### src/rtl/lsu_port_arbiter.sv
// lsu_port_arbiter: shares one dcache request port among NUM_PORTS LSU requesters and routes responses back in order.
// Define LSU_PORT_ARB_FIXED_PRIO_EN for fixed priority (lowest index wins) instead of round-robin.
module lsu_port_arbiter #(
  parameter int NUM_PORTS       = 3,
  parameter int ADDR_W          = 64,
  parameter int DATA_W          = 64,
  parameter int MAX_OUTSTANDING = 4
) (
  input  logic                          clk_i,
  input  logic                          rst_ni,
  input  logic                          flush_i,
  input  logic [NUM_PORTS-1:0]          req_i,
  input  logic [NUM_PORTS*ADDR_W-1:0]   addr_i,
  input  logic [NUM_PORTS-1:0]          we_i,
  input  logic [NUM_PORTS*DATA_W-1:0]   wdata_i,
  input  logic [NUM_PORTS*DATA_W/8-1:0] be_i,
  output logic [NUM_PORTS-1:0]          gnt_o,
  output logic [NUM_PORTS-1:0]          rvalid_o,
  output logic [DATA_W-1:0]             rdata_o,
  output logic                          mem_req_o,
  output logic [ADDR_W-1:0]             mem_addr_o,
  output logic                          mem_we_o,
  output logic [DATA_W-1:0]             mem_wdata_o,
  output logic [DATA_W/8-1:0]           mem_be_o,
  input  logic                          mem_gnt_i,
  input  logic                          mem_rvalid_i,
  input  logic [DATA_W-1:0]             mem_rdata_i,
  output logic                          idle_o,
  output logic                          unexp_rsp_o
);
  localparam int IDW  = $clog2(NUM_PORTS);
  localparam int PW   = $clog2(MAX_OUTSTANDING);
  localparam int BE_W = DATA_W / 8;
  localparam logic [1:0] IDLE  = 2'd0;
  localparam logic [1:0] HOLD  = 2'd1;
  localparam logic [1:0] DRAIN = 2'd2;

  logic [1:0]     state_q, state_d;
  logic [IDW-1:0] sel_q, sel_d;
  logic [PW:0]    cnt_q, cnt_d;
  logic [PW-1:0]  wptr_q, wptr_d, rptr_q, rptr_d;
  logic [IDW-1:0] fifo_q [MAX_OUTSTANDING];
  logic [IDW-1:0] fifo_d [MAX_OUTSTANDING];
  logic [IDW-1:0] start, win, cur;
  logic [IDW-1:0] cand [NUM_PORTS];
  logic           any_req, full, push, pop;

`ifdef LSU_PORT_ARB_FIXED_PRIO_EN
  assign start = '0;
`else
  logic [IDW-1:0] rr_q, rr_d;
  assign start = rr_q;
  assign rr_d  = push ? ((cur == IDW'(NUM_PORTS - 1)) ? '0 : cur + 1'b1) : rr_q;
  // round-robin pointer moves just past each granted port
  always_ff @(posedge clk_i or negedge rst_ni) begin
    if (!rst_ni) rr_q <= '0;
    else         rr_q <= rr_d;
  end
`endif

  for (genvar g = 0; g < NUM_PORTS; g++) begin : g_cand
    assign cand[g] = IDW'((int'(start) + g) % NUM_PORTS);
  end

  // pick the first requester at or after the search start; later loop passes override earlier ones
  always_comb begin
    win     = '0;
    any_req = 1'b0;
    for (int i = NUM_PORTS - 1; i >= 0; i--) begin
      if (req_i[cand[i]]) begin
        win     = cand[i];
        any_req = 1'b1;
      end
    end
  end

  assign cur         = (state_q == HOLD) ? sel_q : win;
  assign full        = cnt_q == (PW+1)'(MAX_OUTSTANDING);
  assign mem_req_o   = !flush_i && !full &&
                       ((state_q == IDLE && any_req) || (state_q == HOLD && req_i[sel_q]));
  assign push        = mem_req_o && mem_gnt_i;
  assign pop         = mem_rvalid_i && cnt_q != '0;
  assign mem_addr_o  = addr_i[int'(cur)*ADDR_W +: ADDR_W];
  assign mem_we_o    = we_i[cur];
  assign mem_wdata_o = wdata_i[int'(cur)*DATA_W +: DATA_W];
  assign mem_be_o    = be_i[int'(cur)*BE_W +: BE_W];
  assign gnt_o       = push ? NUM_PORTS'(1) << cur : '0;
  assign rvalid_o    = (pop && state_q != DRAIN) ? NUM_PORTS'(1) << fifo_q[rptr_q] : '0;
  assign rdata_o     = mem_rdata_i;
  assign unexp_rsp_o = mem_rvalid_i && cnt_q == '0;
  assign idle_o      = cnt_q == '0 && state_q == IDLE;

  // ID FIFO bookkeeping, HOLD lock capture and state transitions
  always_comb begin
    cnt_d  = cnt_q + (PW+1)'(push) - (PW+1)'(pop);
    wptr_d = wptr_q + PW'(push);
    rptr_d = rptr_q + PW'(pop);
    fifo_d = fifo_q;
    if (push) fifo_d[wptr_q] = cur;
    sel_d   = (state_q == IDLE && mem_req_o && !mem_gnt_i) ? win : sel_q;
    state_d = flush_i           ? DRAIN :
              (state_q == IDLE) ? ((mem_req_o && !mem_gnt_i) ? HOLD : IDLE) :
              (state_q == HOLD) ? ((push || !req_i[sel_q]) ? IDLE : HOLD) :
                                  ((cnt_d == '0) ? IDLE : DRAIN);
  end

  // state, lock and FIFO registers
  always_ff @(posedge clk_i or negedge rst_ni) begin
    if (!rst_ni) begin
      state_q <= IDLE;
      sel_q   <= '0;
      cnt_q   <= '0;
      wptr_q  <= '0;
      rptr_q  <= '0;
      fifo_q  <= '{default: '0};
    end else begin
      state_q <= state_d;
      sel_q   <= sel_d;
      cnt_q   <= cnt_d;
      wptr_q  <= wptr_d;
      rptr_q  <= rptr_d;
      fifo_q  <= fifo_d;
    end
  end
endmodule

### config.mk
export PLATFORM = sky130hd
export DESIGN_NAME = lsu_port_arbiter
export DESIGN_NICKNAME = d
export VERILOG_FILES = /design/src/rtl/lsu_port_arbiter.sv
export SDC_FILE = /design/constraint.sdc
export NUM_CORES = 1
export LEC_CHECK = 0
export CAP_MARGIN = 20
export CORE_AREA = 2 2 267 269
export DETAILED_ROUTE_END_ITERATION = 8
export DIE_AREA = 0 0 269 271
export PLACE_DENSITY_LB_ADDON = 0.1
export SLEW_MARGIN = 10
export SYNTH_ARGS = -nofsm -noshare
export SYNTH_HDL_FRONTEND = slang
export SYNTH_SLANG_ARGS = --single-unit
### constraint.sdc
create_clock -name clk_i -period 4.85 [get_ports clk_i]
set_clock_uncertainty 0.1 [all_clocks]
set_input_delay 0.485 -clock clk_i [delete_from_list [all_inputs] [get_ports clk_i]]
set_output_delay 0.485 -clock clk_i [all_outputs]
set_load 0.03 [all_outputs]
Word-level counts from Yosys, hierarchy flattened
Cells that the tools add are included.
- bits in read-only memories: 0
- logic and storage cells: 94
- bits in writable memories: 0
- memories kept: 0
- flip-flop bits (word level): 21
- bits in latches: 0
- shift operators: 5
- bitwise gates (word level): 2
- add/subtract/negate cells: 7
- multiply operators: 0
- divide/modulo/power cells: 3
- equality and inequality tests: 4
- order comparisons: 8
- reductions and logical operators: 23
- muxes and demuxes: 32
- operators by type and width (operator ; number):
    $shiftx 192x9->64 ; 2
    $mod 32x3->32 const B ; 2
    $mod 3x3->32 const B ; 1
    $mux 2 ; 12
    $shiftx 24x6->8 ; 1
    $lt 2x3->1 const B ; 5
    $logic_and 1x1->1 ; 13
    $bmux 1 s2 ; 5
    $mux 1 ; 10
    $bwmux 8 ; 1
    $ge 3x3->1 const B ; 2
    $logic_not 3->1 ; 2
    $mux 3 ; 2
    $not 2->3 ; 2
    $shl 1x2->3 const A ; 2
    $add 2x1->2 ; 2
    $bmux 2 s2 ; 1
    $demux 2 s2 ; 1
    $logic_not 1->1 ; 4
    $add 2x1->3 const B ; 1
    $add 2x2->3 const B ; 1
    $add 3x1->3 ; 1
    $eq 3x3->1 const B ; 1
    $lt 3x1->1 const B ; 1
    8 further kinds ; 9

Depth between registers and ports, before layout
Gate-level depths: netlist of the first run.
- word-level depth: 18
- depth in mapped cells: 15
- gate-level depth less buffers: 15

Worst setup path before layout of the first run
No wires, ideal clock.
- path type: register -> register
- from: register rr_q[0]
- to: register state_q[1]
- data required time: 4625 ps
- buffers on the path: 0
- setup slack: 1569 ps
- library setup time: 125 ps
- arrival time: 3057 ps
- stages on the path, launching flop included: 16
- cells stage by stage: dfrtp_1 inv_1 ha_1 nor2b_1 o31ai_1 o2111ai_2 a31oi_4 ha_1 inv_1 ha_1 inv_1 fa_1 xnor2_1 xnor2_1 o31ai_1 nand2b_1
- word-level cells in the longest chain between the ends: 18
- elaborated cells on any way between the ends: 25
- classes of those cells: 4 x add/sub; 3 x div; 13 x mux; 5 x reduce/logical
- ends and longest elaborated chain (element ; line ; text):
    from (decl) ; 51 ; logic [IDW-1:0] rr_q, rr_d;
    from (signal assigned) ; 57 ; else rr_q <= rr_d;
    $add 2x2->3 ; 62 ; assign cand[g] = IDW'((int'(start) + g) % NUM_PORTS);
    $mod 32x3->32 ; 62 ;
    $bmux 1 s2 ; 70 ; if (req_i[cand[i]]) begin
    $mux 1 (not written as such) ; 70 ;
    $mux 1 (2 in series) ; 70 ;
    $mux 1 * ; 70 ;
    $logic_and 1x1->1 * ; 80 ; ((state_q == IDLE && any_req) || (state_q == HOLD && req_i[sel_q]));
    $logic_or 1x1->1 * ; 80 ;
    [3 not listed] ; - ;
    $sub 3x1->3 * ; 95 ; cnt_d = cnt_q + (PW+1)'(push) - (PW+1)'(pop);
    via cnt_d[2] ; 40 ; logic [PW:0] cnt_q, cnt_d;
    $logic_not 3->1 * ; 104 ; ((cnt_d == '0) ? IDLE : DRAIN);
    $mux 2 * ; 104 ;
    $mux 2 * ; 103 ; (state_q == HOLD) ? ((push || !req_i[sel_q]) ? IDLE : HOLD) :
    $mux 2 * ; 102 ; (state_q == IDLE) ? ((mem_req_o && !mem_gnt_i) ? HOLD : IDLE) :
    $mux 2 * ; 101 ; state_d = flush_i ? DRAIN :
    via state_d[1] ; 38 ; logic [1:0] state_q, state_d;
    to (signal assigned) ; 117 ; state_q <= state_d;
    to (decl) ; 38 ;
Mark *: on every way through the listed nets, which the timed path passes. The rest lies on a longest branch. The select of a mux whose other input is x is not followed.
A chain may end at the register's enable or synchronous reset.

Worst setup path after layout of the first run
- from: register rr_q[0]
- to: output mem_wdata_o[30]
- word-level cells in the longest chain between the ends: 9
- elaborated cells on any way between the ends: 16
- classes of those cells: 2 x add/sub; 3 x div; 1 x shift; 10 x mux
- ends and longest elaborated chain (element ; line ; text):
    $add 2x2->3 ; 62 ;
    $mod 32x3->32 ; 62 ;
    $bmux 1 s2 ; 70 ;
    $mux 1 (not written as such) ; 70 ;
    $mux 2 (2 in series) ; 70 ;
    $mux 2 * ; 70 ;
    $mux 2 * ; 77 ; assign cur = (state_q == HOLD) ? sel_q : win;
    $shiftx 192x9->64 * ; 85 ; assign mem_wdata_o = wdata_i[int'(cur)*DATA_W +: DATA_W];
    to (decl) ; 23 ; output logic [DATA_W-1:0] mem_wdata_o,
Every way passes the cells marked *; elsewhere a longest branch is shown, timed or not. The select of a mux whose other input is x is not followed.

==> results of run 1 <==
-- per-stage QoR --
stage | hold slack, ns | setup WS (ns) | cells | utilization [%]
finish | 0.399 | 0.530 | 1902 | 15.5
global route | 0.414 | 0.250 | 1902 | 15.5
CTS | 0.401 | 0.432 | 1902 | 15.5
detailed placement | 0.387 | 0.696 | 1898 | 15.4
global placement | 0.393 | 0.662 | 1897 | 15.4
floorplan | 0.0894 | 1.57 | 497 | -
-- cells in the final DEF, fill, tap and decap left out, types with 2 or more instances in the layout --
cell type                         synthesis  final
sky130_fd_sc_hd__buf_4                   85    103
sky130_fd_sc_hd__nor3b_1                  5      5
sky130_fd_sc_hd__o2bb2ai_1              137    137
sky130_fd_sc_hd__nand3b_1                 2      2
sky130_fd_sc_hd__mux2_2                   7      6
sky130_fd_sc_hd__buf_12                   0     16
sky130_fd_sc_hd__mux2_4                   2      2
sky130_fd_sc_hd__dfrtp_1                 21     21
sky130_fd_sc_hd__mux4_2                   2      2
sky130_fd_sc_hd__nor2b_1                  7      6
sky130_fd_sc_hd__xnor2_1                  2      2
sky130_fd_sc_hd__nor3_1                   4      4
sky130_fd_sc_hd__nand2_1                  4      4
sky130_fd_sc_hd__mux2i_1                140    140
sky130_fd_sc_hd__ha_1                     8      8
sky130_fd_sc_hd__xor2_1                   2      2
sky130_fd_sc_hd__a21oi_1                  2      2
sky130_fd_sc_hd__inv_1                    7      7
sky130_fd_sc_hd__nand2b_1                 4      4
sky130_fd_sc_hd__clkbuf_16                0      3
sky130_fd_sc_hd__o31ai_1                  2      2
sky130_fd_sc_hd__and2_1                   2      2
sky130_fd_sc_hd__clkdlybuf4s50_1          0    452
sky130_fd_sc_hd__o21ai_0                  5      5
-- power by group through the flow --
stage	Combinational [mW]	Clock (mW)	Sequential [mW]
after floorplan	3.50	0	0.298
after global placement	5.86	0	0.324
after detailed placement	5.79	0	0.318
after CTS	5.80	0.187	0.316
after global routing	6.00	0.192	0.326
final	5.64	0.178	0.315
-- state kept, by name (all words and copies together) (netlist names) --
signal,cells
cnt_q,3
fifo_q,8
rr_q,2
sel_q,2
rptr_q,2
state_q,2
wptr_q,2
-- cell type report --
type / instances / area, um^2
sequential: 21 / 526
fill: 7867 / 59000
tap: 940 / 1180
clock inverter: 1 / 5.00
clock buffer: 3 / 75.1
multi-input combinational: 357 / 3380
timing repair buffer: 572 / 5650
inverter: 8 / 30.0
-- logic make-up (layout without fill, tap and decap cells) --
logic type / Yosys count / in the layout / synth area share (%)
AO/OA/AOI/OAI: 156 / 156 / 29.5
XOR/XNOR: 4 / 4 / 0.754
adder cells (fa/ha/maj): 9 / 9 / 2.58
buffers and inverters: 119 / 584 / 16.8
flip-flops: 21 / 21 / 11.3
multiplexers: 152 / 152 / 33.7
AND/OR/NAND/NOR: 36 / 36 / 5.38
-- routing by layer --
metal	wire [um]	vias to the layer above
met5	0	-
met4	156	0
met3	2510	13
met2	18400	283
met1	11600	2615
li1	-	2796
-- worst paths after layout --
check	start	end	slack [ns]	depth (start not counted)
worst max register to register	rr_q[0]	state_q[1]	1.17	15
worst max-delay path	rr_q[0]	mem_wdata_o[30]	0.53	10
worst min register to register	fifo_q[3]	fifo_q[3]	0.40	1
min in group asynchronous	rst_ni	fifo_q[7]	0.47	1
worst min-delay path	fifo_q[3]	fifo_q[3]	0.40	1
max in group asynchronous	rst_ni	rr_q[1]	3.72	2
-- critical path: cells and delay by family (launching register included) --
kind                     cells  cell delay (ns)
multiplexers                 1             0.15
buffers and inverters        3             1.20
adder cells (fa/ha/maj)      1             0.40
AND/OR/NAND/NOR              2             0.31
flip-flops                   1             0.39
AO/OA/AOI/OAI                3             0.95
==> summary.txt, run 1 <==
======================================================================================================
Run status                                                                                complete, no violations
Effective utilization at floorplan                                                               6.66%
TritonCTS sink count                                                                                21
Global-route wire length before repair                                                       44,500 um
CTS tree                                                                                           yes
GR met1 Demand/Resource                                                                          8.56%
Total DRC errors in the routed layout                                                                0
Total congestion overflow                                                                            0
Number of pins with negative max-slew slack in the final report                                      0
Total leakage power                                                                            3.76 nW
TritonRoute pass-1 iters                                                                             4
Placed instance area                                                                       0.0108 mm^2
Worst slew slack as a fraction of its limit                                                      42.2%
Peak Freq                                                                                      231 MHz
Cts repair resizes                                                                                   0
Pint                                                                                           2.69 mW
Most common cell in the netlist                                                           sky130_fd_sc_hd__mux2i_1
Power density relative to cell area                                                        566 mW/mm^2
Number of H-tree levels                                                                              1
Number of violations of the max-capacitance limit                                                    0
Flip-flop and latch count after synthesis                                                           21
TritonCTS Buffers                                                                                    3
Cell row count                                                                                      97
Nets in the synthesized netlist                                                                    989
WS Path Type                                                                              flop to output pin
Number of inserted diodes                                                                            0
Post-CTS Repair Setup Buffers                                                                        0
Fraction of power spent switching nets                                                           56.2%
Synth Flop Type                                                                           sky130_fd_sc_hd__dfrtp_1
Sum Neg Setup Slack                                                                               0 ns
Most numerous cell types in the synthesized netlist                                       sky130_fd_sc_hd__mux2i_1, sky130_fd_sc_hd__o2bb2ai_1, sky130_fd_sc_hd__buf_4
Post-DR vias/cell                                                                                 3.00
Net count of the finished layout                                                                 1,455
Final setup vio count                                                                                0
Vias in the first global route                                                                   6,180
Average wire per standard cell                                                                 17.2 um
Gate count of the mapped netlist                                                                   497
Share of the yosys chip area belonging to registers                                              11.3%
Via total after detailed routing                                                                 5,707
Die outline width                                                                               269 um
Combined global-route utilization of all metal layers                                            8.36%
Number of warning messages in the yosys log                                                          0
Number of antenna violations at the first check in global routing                                    0
Cell at the root of the clock tree                                                        sky130_fd_sc_hd__clkbuf_16
Sum of internal, switching and leakage power                                                   6.13 mW
Crit-path cells                                                                           inv_1, ha_1, nor2b_1, or2_1, a31oi_1, o22ai_4, buf_12, mux2i_1, o2bb2ai_1, clkdlybuf4s50_1
Clock transition at the register clock pins on the worst setup and hold paths after CTS        0.06 ns
Reported net switching power                                                                   3.45 mW
Count of input and output buffers                                                                  564
Logic pwr share                                                                                  92.0%
Worst min-delay path class                                                                flop to flop
Ys async rst share                                                                                100%
Clock insertion delay at the later pin of the skew report                                      0.25 ns
RSZ-0062 raised after global routing                                                             false
Crit Path Max Fanout                                                                                65
IO Pins                                                                                            693
Cell types occupying the most area after synthesis                                        sky130_fd_sc_hd__mux2i_1, sky130_fd_sc_hd__o2bb2ai_1, sky130_fd_sc_hd__buf_4
Final period utilization                                                                         89.1%
Tmin final                                                                                     4.32 ns
Count of routing violations after the opening detailed-route iteration                              70
Tightest Pin Transition                                                                       0.867 ns
Required time worst endpoint                                                                   4.26 ns
Number of distinct library cells after synthesis                                                    43
Fraction of synthesized cell area taken by the top area cell type                                30.2%
Antenna viol nets, final                                                                             0
Hold Violations, Final                                                                               0
Synthesized area per cell                                                                    9.35 um^2
Cell taking the most area after synthesis                                                 sky130_fd_sc_hd__mux2i_1
Met3 usage in global routing                                                                     2.48%
Critical path's largest stage delay                                                            0.69 ns
Clock network power share                                                                         2.9%
Cell area after layout                                                                     0.0108 mm^2
Die Y-Extent                                                                                    271 um
Die area                                                                                   0.0729 mm^2
Placer Congestion                                                                                0.748
Global routing's busiest layer                                                                    met2
Max Root-Sink Buffers                                                                                2
Data arrival time of the worst path                                                            3.73 ns
CP Capture Type                                                                             output pin
Area growth, synth to finish                                                                      133%
Largest vdd supply drop                                                                     0.000314 V
Pin count of the biggest net entering global routing                                                76
Number of hold-repair buffers added at the cts stage                                                 0
Met2 routing resource usage after global routing                                                 16.9%
Dpl hpwl                                                                                     27,500 um
Share of post-route cells with drive strength above 1                                            15.4%
Slowest cell on the critical path                                                         sky130_fd_sc_hd__clkdlybuf4s50_1
Netlist area before placement                                                             0.00465 mm^2
EDFF count, synth                                                                                    0
Part of the total power dissipated in sequential elements                                         5.1%
Core area                                                                                  0.0698 mm^2
Total detailed-routing wirelength                                                            32,700 um
Kind of launch point of the worst setup path                                                      flop
======================================================================================================
Note: power is estimated with default switching activity, not from simulation.
==> inputs of run 2 (changes only) <==
Settings changed: SKIP_CTS_REPAIR_TIMING set to 1.
==> results of run 2 <==
Final layout, timing and power as in run 1 (identical DEF).
